### src/rtl/bec_pkg.sv
// Shared definitions for the (29,16) burst-6 codeword path: code geometry,
// codeword type and the receive deframer state encoding.
package bec_pkg;

    localparam int N_CW    = 29;
    localparam int K_MSG   = 16;
    localparam int R_PAR   = 13;
    localparam int BURST_B = 6;

    // Index 0 is the first bit on the wire and the first message bit.
    typedef logic [0:N_CW-1] cw_t;

    typedef enum logic [0:0] {
        HUNT    = 1'b0,
        COLLECT = 1'b1
    } rx_state_e;

endpackage

### src/rtl/bec_cw_fifo.sv
// Small synchronous codeword FIFO with a registered head entry and
// wrap-bit pointers; a push into a full FIFO succeeds only alongside a pop.
module bec_cw_fifo #(
    parameter int W     = 29,
    parameter int DEPTH = 2
) (
    input  logic         clk,
    input  logic         rst,
    input  logic         push,
    input  logic [0:W-1] push_data,
    input  logic         pop,
    output logic [0:W-1] head_data,
    output logic         head_valid,
    output logic         full,
    output logic         empty
);

    localparam int AW = $clog2(DEPTH);
    localparam int PW = AW + 1;
    localparam logic [PW-1:0] PTR_ZERO = {PW{1'b0}};
    localparam logic [PW-1:0] PTR_ONE  = {{(PW-1){1'b0}}, 1'b1};

    logic [0:W-1]  mem_q [DEPTH];
    logic [0:W-1]  mem_d [DEPTH];
    logic [PW-1:0] wr_ptr_q;
    logic [PW-1:0] wr_ptr_d;
    logic [PW-1:0] rd_ptr_q;
    logic [PW-1:0] rd_ptr_d;
    logic [0:W-1]  head_q;
    logic [0:W-1]  head_d;
    logic          valid_q;
    logic          valid_d;
    logic          full_s;
    logic          empty_s;
    logic          do_pop_s;
    logic          do_push_s;

    assign full_s    = (wr_ptr_q[AW] != rd_ptr_q[AW]) &&
                       (wr_ptr_q[AW-1:0] == rd_ptr_q[AW-1:0]);
    assign empty_s   = (wr_ptr_q == rd_ptr_q);
    assign do_pop_s  = pop && !empty_s;
    // When full, the slot being popped is the slot being written.
    assign do_push_s = push && (!full_s || do_pop_s);

    // Next storage, pointers and head entry.
    always_comb begin
        mem_d    = mem_q;
        wr_ptr_d = wr_ptr_q;
        rd_ptr_d = rd_ptr_q;
        if (do_push_s) begin
            mem_d[wr_ptr_q[AW-1:0]] = push_data;
            wr_ptr_d                = wr_ptr_q + PTR_ONE;
        end else begin
            wr_ptr_d = wr_ptr_q;
        end
        if (do_pop_s) begin
            rd_ptr_d = rd_ptr_q + PTR_ONE;
        end else begin
            rd_ptr_d = rd_ptr_q;
        end
        valid_d = (wr_ptr_d != rd_ptr_d);
        head_d  = mem_d[rd_ptr_d[AW-1:0]];
    end

    // FIFO state registers.
    always_ff @(posedge clk or posedge rst) begin
        if (rst) begin
            for (int i = 0; i < DEPTH; i++) begin
                mem_q[i] <= {W{1'b0}};
            end
            wr_ptr_q <= PTR_ZERO;
            rd_ptr_q <= PTR_ZERO;
            head_q   <= {W{1'b0}};
            valid_q  <= 1'b0;
        end else begin
            mem_q    <= mem_d;
            wr_ptr_q <= wr_ptr_d;
            rd_ptr_q <= rd_ptr_d;
            head_q   <= head_d;
            valid_q  <= valid_d;
        end
    end

    assign head_data  = head_q;
    assign head_valid = valid_q;
    assign full       = full_s;
    assign empty      = empty_s;

endmodule

### src/rtl/bec_rx_deframer.sv
// Serial-to-codeword deframer feeding the burst decoder: hunts for a start
// bit, assembles N bits, and queues completed codewords with overflow tracking.
module bec_rx_deframer
    import bec_pkg::*;
#(
    parameter int N     = N_CW,
    parameter int DEPTH = 2
) (
    input  logic         clk,
    input  logic         rst,
    input  logic         ser_valid,
    input  logic         ser_bit,
    input  logic         ser_sof,
    output logic [0:N-1] cw_data,
    output logic         cw_valid,
    input  logic         cw_ready,
    input  logic         ovf_clr,
    output logic         frame_err,
    output logic         ovf_sticky
);

    localparam int CNT_W = $clog2(N);
    localparam logic [CNT_W-1:0] CNT_ZERO = {CNT_W{1'b0}};
    localparam logic [CNT_W-1:0] CNT_ONE  = {{(CNT_W-1){1'b0}}, 1'b1};
    localparam logic [CNT_W-1:0] CNT_LAST = CNT_W'(N - 1);

    rx_state_e      state_q;
    rx_state_e      state_d;
    logic [CNT_W-1:0] bit_cnt_q;
    logic [CNT_W-1:0] bit_cnt_d;
    logic [0:N-1]   shift_q;
    logic [0:N-1]   shift_d;
    logic           frame_err_q;
    logic           frame_err_d;
    logic           ovf_q;
    logic           ovf_d;
    logic           push_s;
    logic           pop_s;
    logic           overflow_s;
    logic           fifo_full_s;
    logic           fifo_empty_s;
    logic           fifo_valid_s;
    logic [0:N-1]   fifo_head_s;

    assign pop_s      = cw_ready && !fifo_empty_s;
    assign overflow_s = push_s && fifo_full_s && !pop_s;

    // Framing FSM next-state, bit placement and sticky overflow update.
    always_comb begin
        state_d     = state_q;
        bit_cnt_d   = bit_cnt_q;
        shift_d     = shift_q;
        frame_err_d = 1'b0;
        push_s      = 1'b0;
        case (state_q)
            HUNT: begin
                if (ser_valid && ser_sof) begin
                    shift_d   = {ser_bit, {(N-1){1'b0}}};
                    bit_cnt_d = CNT_ONE;
                    state_d   = COLLECT;
                end else begin
                    state_d = HUNT;
                end
            end
            COLLECT: begin
                if (ser_valid && ser_sof) begin
                    // Early start bit: drop the partial frame and resync here.
                    frame_err_d = 1'b1;
                    shift_d     = {ser_bit, {(N-1){1'b0}}};
                    bit_cnt_d   = CNT_ONE;
                    state_d     = COLLECT;
                end else if (ser_valid) begin
                    shift_d[bit_cnt_q] = ser_bit;
                    if (bit_cnt_q == CNT_LAST) begin
                        push_s    = 1'b1;
                        bit_cnt_d = CNT_ZERO;
                        state_d   = HUNT;
                    end else begin
                        bit_cnt_d = bit_cnt_q + CNT_ONE;
                        state_d   = COLLECT;
                    end
                end else begin
                    state_d = COLLECT;
                end
            end
            default: begin
                state_d   = HUNT;
                bit_cnt_d = CNT_ZERO;
            end
        endcase

        if (overflow_s) begin
            ovf_d = 1'b1;
        end else if (ovf_clr) begin
            ovf_d = 1'b0;
        end else begin
            ovf_d = ovf_q;
        end
    end

    // Deframer state and flag registers.
    always_ff @(posedge clk or posedge rst) begin
        if (rst) begin
            state_q     <= HUNT;
            bit_cnt_q   <= CNT_ZERO;
            shift_q     <= {N{1'b0}};
            frame_err_q <= 1'b0;
            ovf_q       <= 1'b0;
        end else begin
            state_q     <= state_d;
            bit_cnt_q   <= bit_cnt_d;
            shift_q     <= shift_d;
            frame_err_q <= frame_err_d;
            ovf_q       <= ovf_d;
        end
    end

    bec_cw_fifo #(
        .W     (N),
        .DEPTH (DEPTH)
    ) u_fifo (
        .clk        (clk),
        .rst        (rst),
        .push       (push_s),
        .push_data  (shift_d),
        .pop        (pop_s),
        .head_data  (fifo_head_s),
        .head_valid (fifo_valid_s),
        .full       (fifo_full_s),
        .empty      (fifo_empty_s)
    );

    assign cw_data    = fifo_head_s;
    assign cw_valid   = fifo_valid_s;
    assign frame_err  = frame_err_q;
    assign ovf_sticky = ovf_q;

endmodule

### config.mk
export PLATFORM = sky130hd
export DESIGN_NAME = bec_rx_deframer
export DESIGN_NICKNAME = d
export VERILOG_FILES = /design/src/rtl/bec_pkg.sv /design/src/rtl/bec_cw_fifo.sv /design/src/rtl/bec_rx_deframer.sv
export SDC_FILE = /design/constraint.sdc
export NUM_CORES = 1
export LEC_CHECK = 0
export BUFFER_PORTS_ARGS = -buffer_cell sky130_fd_sc_hd__buf_2
export CAP_MARGIN = 40
export CORE_AREA = 5 5 109 111
export CTS_BUF_LIST = sky130_fd_sc_hd__clkbuf_4 sky130_fd_sc_hd__clkbuf_8 sky130_fd_sc_hd__clkbuf_16
export CTS_CLUSTER_SIZE = 14
export DETAILED_ROUTE_END_ITERATION = 8
export DIE_AREA = 0 0 114 116
export PLACE_DENSITY = 0.74
export SLEW_MARGIN = 20
export SYNTH_ARGS = -nofsm -noshare
export SYNTH_HDL_FRONTEND = slang
export SYNTH_SLANG_ARGS = --single-unit
### constraint.sdc
create_clock -name clk -period 3.8 [get_ports clk]
set_input_delay 0.19 -clock clk [delete_from_list [all_inputs] [get_ports clk]]
set_output_delay 0.19 -clock clk [all_outputs]
set_load 0.02 [all_outputs]
Word level (Yosys, flattened, before mapping)
Index checks and enable logic that the tools add are counted.
Storage, ports and cells
  register bits: 129
  word-level logic and storage cells: 78
Operators by class
  reductions and logical operators: 15
  order comparisons: 5
  eq/ne operators: 7
  bitwise operators: 4
  muxes and demuxes: 33
  add/subtract/negate cells: 3
Operator list (number)
  $mux W29: 7
  $bwmux W58: 1
  $mux W58: 1
  $pmux W29 S2: 1
  $bwmux W29: 1
  $demux W29 S1: 1
  $mux W5: 4
  $mux W1: 12
  $pmux W5 S2: 1
  $logic_and A1 B1 Y1: 9
  $ge A6 B6 Y1 const B: 1
  $lt A6 B1 Y1 const B: 1
  $not A5 Y6: 1
  $add A5 B1 Y5 const B: 1
  $demux W1 S5: 1
  $eq A5 B5 Y1 const B: 1
  $add A2 B1 Y2 const B: 2
  $ge A2 B2 Y1 const B: 2
  $mux W2: 2
  $not A1 Y2: 2
  $logic_not A1 Y1: 3
  $ne A3 B2 Y1 const B: 1
  $eq A2 B2 Y1: 1
  $lt A2 B1 Y1 const B: 1
  9 further kinds: 9

Longest topological paths before layout
  depth after elaboration: 14
  gate-level depth with buffers: 9
  depth with buffers taken out: 8

Hierarchy
A second synthesis with hierarchy kept.
Second synthesis, totals
  cells, all modules: 460
  area total of the unflattened synthesis: 5716.7 um2
By module, submodules not included
  bec_cw_fifo: seq. area each 2302.2 um2, area an instance 3823.7 um2, instances 1, cells an instance 272
  bec_rx_deframer: seq. area each 925.9 um2, area an instance 1893.1 um2, instances 1, cells an instance 188

Worst setup path after synthesis
Ideal clock, no wire load.
  path kind: register -> register
  start point: register bit_cnt_q[0]
  end point: register u_fifo.head_q, in the netlist u_fifo.head_data[10]
  setup time: 0.142 ns
  required time: 3.658 ns
  arrival time: 1.955 ns
  stages on the path, launching flop included: 9
  period minus slack after synthesis: 2.097 ns
  path buffers: 1
  setup slack: 1.703 ns
  path through: dfrtp_1 inv_1 ha_1 and4_4 nand2_4 a211oi_4 buf_8 mux2i_1 o221ai_1
On the way
  word-level cells in the longest chain between the ends: 14
  elaborated cells between the ends (all ways): 21
  those cells by class: order compare (2); eq/ne (1); mux (15); bitwise (1); reduce/logical (2)
Ends and longest elaborated chain
  start, declared: line bec_rx_deframer.sv:29  | logic [CNT_W-1:0] bit_cnt_q;
  start signal, assigned: line bec_rx_deframer.sv:111  | bit_cnt_q <= bit_cnt_d;
  $not A5 Y6 (implied by the code): line bec_rx_deframer.sv:73  | shift_d[bit_cnt_q] = ser_bit;
  $ge A6 B6 Y1 (implied by the code) / $lt A6 B1 Y1 (equally long branches): line bec_rx_deframer.sv:73
  $logic_and A1 B1 Y1 (implied by the code): line bec_rx_deframer.sv:73
  $mux W1 (implied by the code): line bec_rx_deframer.sv:73
  $demux W1 S5: line bec_rx_deframer.sv:73
  $bwmux W29: line bec_rx_deframer.sv:73
  $mux W29: line bec_rx_deframer.sv:72  | end else if (ser_valid) begin
  $mux W29: line bec_rx_deframer.sv:66  | if (ser_valid && ser_sof) begin
  $pmux W29 S2: line bec_rx_deframer.sv:55  | case (state_q)
  $bwmux W58: line bec_cw_fifo.sv:51  | mem_d[wr_ptr_q[AW-1:0]] = push_data;
  $mux W58 *: line bec_cw_fifo.sv:50  | if (do_push_s) begin
  $mux W29 (implied by the code) * (3 in series): line bec_cw_fifo.sv:62  | head_d = mem_d[rd_ptr_d[AW-1:0]];
  net u_fifo.head_d, one bit: line bec_cw_fifo.sv:30  | logic [0:W-1] head_d;
  end signal, assigned: line bec_cw_fifo.sv:73  | head_q <= {W{1'b0}};
  end, declared: line bec_cw_fifo.sv:29  | logic [0:W-1] head_q;
The timed path passes the listed nets; every way through them passes the cells marked *. The select of a mux whose other input is x is not followed.
A chain may end at the register's enable or synchronous reset.

Worst setup path after layout
  start point: register bit_cnt_q[0]
  end point: register u_fifo.head_q, in the netlist u_fifo.head_data[7]
The elaborated chain is that of the path after synthesis.

==> key figures <==
Clocking
  • Cts repair resizes: 0
  • CTS tree: done
  • Worst-Skew Late Latency: 0.51 ns
  • H-tree Lvls: 4
  • Worst-path clk slew: 0.06 ns
  • Setup repair bufs after CTS: 0
  • Clock root buffer: clkbuf_8
  • Clk buf depth: 2
  • CTS buffer count: 17
  • Clock sinks: 129
  • CTS Hold Bufs: 3

Placed design
  • # port buffers: 38
  • Pre-CTS setup slack: 1.226 ns
  • Inst Count DP: 673
  • Routability cong.: 0.9072
  • Detailed placement HPWL: 7.918 mm

Critical path
  • Startpoint Class: flop
  • Crit-path max FO: 14
  • Crit path cell chain: inv_1 -> ha_1 -> nand4_1 -> nor3_1 -> nand3_1 -> buf_4 -> o221ai_1
  • Critical path's largest stage delay: 0.59 ns
  • Slowest stage cell, crit path: nand3_1
  • CP Buf/Inv Count: 2
  • CP top delay family: simple AND/OR/NAND/NOR gates
  • Worst setup path class: flop to flop
  • CP Capture Type: flop
  • Crit path DAT: 3.13 ns
  • Worst EP required: 4.21 ns

Hold path
  • Hold Crit Class: input port to flop

Global routing
  • Largest net degree at the start of global routing: 58
  • Initial antenna violation count: 0
  • Number of global-route vias before repair: 4084
  • First-pass GRT wire length: 20.96 mm
  • Total GRT Usage: 0.2063
  • Congestion Overflow GR: 0

Synthesis
  • Number of enable flip-flop cells after synthesis: 0
  • Most common library cells after synthesis: dfrtp_1 (129), nand2_1 (94), inv_1 (39), o21ai_0 (33), mux2i_1 (31)
  • Area leader, netlist: dfrtp_1
  • Cells after Synth: 520
  • Seq/Total Area, Yosys: 0.5716
  • Syn Area/Cell: 10.86 µm²
  • Synthesized area: 5648 µm²
  • Synth area leaders: dfrtp_1 (57%), nand2_1 (6.2%), mux2i_1 (5.5%), o221ai_1 (4.0%), a32oi_1 (3.6%)
  • Top-count cell post-synth: dfrtp_1
  • Count of cell types in the netlist: 52
  • Top_reg_cell synth: dfrtp_1
  • Post-synth ARST share: 1.000
  • Yosys top cell area share: 0.5716
  • Yosys warns: 0
  • Yosys reg bits: 129
  • Syn_nets: 532

Pwr
  • Comb power frac: 0.136
  • Psw: 905.8 µW
  • Overall power: 3.439 mW
  • Leakage: 3.375 nW
  • Pwr/cell area: 526.0 nW/µm²
  • Internal: 2.533 mW
  • Sw Share: 0.2634
  • Max IR drop VDD: 275.8 µV
  • Clock power frac: 0.440
  • Part of the power in registers: 0.424

Layout
  • Post-layout util: 0.6111
  • Fillcell total: 860
  • Post-layout nets: 568
  • Final Non-Filler Cells: 708
  • Area occupied by multi-input gates: 1996 µm²
  • Sequential Area: 3228 µm²
  • Layout overhead on the synthesized area: 15.75%
  • Number of inserted diodes: 0
  • Layout cell share with drive strength beyond 1: 0.2095

STA
  • Worst-Margin Slew: 0.8848 ns
  • Final period util: 0.7166
  • Final hold vios: 0
  • Fin worst setup slack: 1.077 ns
  • Setup-failing EPs final: 0
  • Min cycle time layout: 2.723 ns
  • Post-route setup TNS: 0 ns
  • Worst slew margin: 0.4080
  • FMAX: 0.3672 GHz
  • Clock Skew: 0.007108 ns
  • RSZ-0062 raised after global routing: false
  • Final slew viol count: 0

Floorplanning
  • Ports: 39
  • Cell row count: 38
  • DIE WIDTH: 114 µm
  • Die Ht: 116 µm
  • Core area: 10700 µm²
  • Initial Util: 0.5280
  • Die area: 13220 µm²

Routing
  • DRC violations left: 0
  • Drt pass-1 iters: 5
  • Wirelength per Cell: 17.91 µm
  • Routed WL: 12.68 mm
  • Antenna Nets Post-Route: 0
  • Via density: 5.626
  • Initial DRC count: 302
  • Number of vias in the routed layout: 3983

Status
  • Status: finished, final reports clean

Job
  • Max Cap Violations: 0
==> power groups by stage <==
stage	clock network, mW	registers (mW)	logic [mW]
final	1.51	1.46	0.467
after global routing	1.60	1.47	0.507
after CTS	1.54	1.46	0.441
after detailed placement	0	1.48	0.438
after global placement	0	1.48	0.428
after floorplan	0	1.50	0.307
==> flip-flops by register name, summed over array words and instances (netlist names), 2 cells and up <==
register / flops
u_fifo.mem_q: 58
u_fifo.head_data: 29
u_fifo.rd_ptr_q: 2
bit_cnt_q: 5
u_fifo.wr_ptr_q: 2
shift_q: 29
==> metrics by stage <==
stage	area (µm²)	hold WS, ns
final	6538	0.06051
after floorplan	5648	0.2973
after CTS	6510	0.03954
after global placement	5866	0.3861
after global routing	6538	0.05104
after detailed placement	5921	0.2169
==> kinds of logic after synthesis <==
logic type,after synthesis,synth area share
AOI/OAI and AO/OA,100,0.1362
xor gates and xnor gates,4,0.007534
adders and majority gates,5,0.01108
buffers and inverters,93,0.07820
DFF,129,0.5716
muxes,35,0.06336
and+or+nand+nor,154,0.1320
==> metal layers <==
metal,vias to the layer above,routed length [µm],track usage
met3,27,587,0.04491
met5,-,0,0
met4,0,304,0.08076
met2,120,6190,0.3310
met1,1977,5595,0.2763
li1,1859,-,-
==> final cells by class <==
cell class,count,share of cell area
multi-input cells,298,0.3053
well taps,140,0.02679
repair buffers,51,0.05435
inverters,59,0.03426
clock inverters,5,0.008038
flip-flops and latches,129,0.4938
clock buffers,26,0.07751
==> cells in the final DEF, fill, tap and decap left out, types with 8 or more instances in the layout <==
master     synthesis  final
inv_1             39     38
a32oi_1           23     23
nand2_1           94     94
o21ai_0           33     33
and3_1             8      8
o221ai_1          26     26
clkbuf_16          0     16
mux2i_1           31     31
inv_2             20     20
buf_2             12     38
dfrtp_1          129    129
nor2_1            16     16
==> final timing paths <==
check	startpoint	to	slack, ns	depth (start not counted)
max	bit_cnt_q[0]	u_fifo.head_data[7]	1.08	7
min	ser_valid	frame_err	0.06	2
max reg2reg	bit_cnt_q[0]	u_fifo.head_data[7]	1.08	7
min reg2reg	u_fifo.mem_q[30]	u_fifo.mem_q[30]	0.48	2
max in group asynchronous	rst	u_fifo.mem_q[41]	2.58	5
min in group asynchronous	rst	u_fifo.mem_q[44]	0.22	3
==> worst register-to-register path, delay by kind of cell, from the launching register on <==
family                   cells  cell delay (ns)
AO/OA/AOI/OAI                1             0.27
adder cells (fa/ha/maj)      1             0.23
buffers and inverters        2             0.58
flip-flops                   1             0.42
AND/OR/NAND/NOR              3             1.12
No activity file was read; power rests on OpenSTA's default activity.
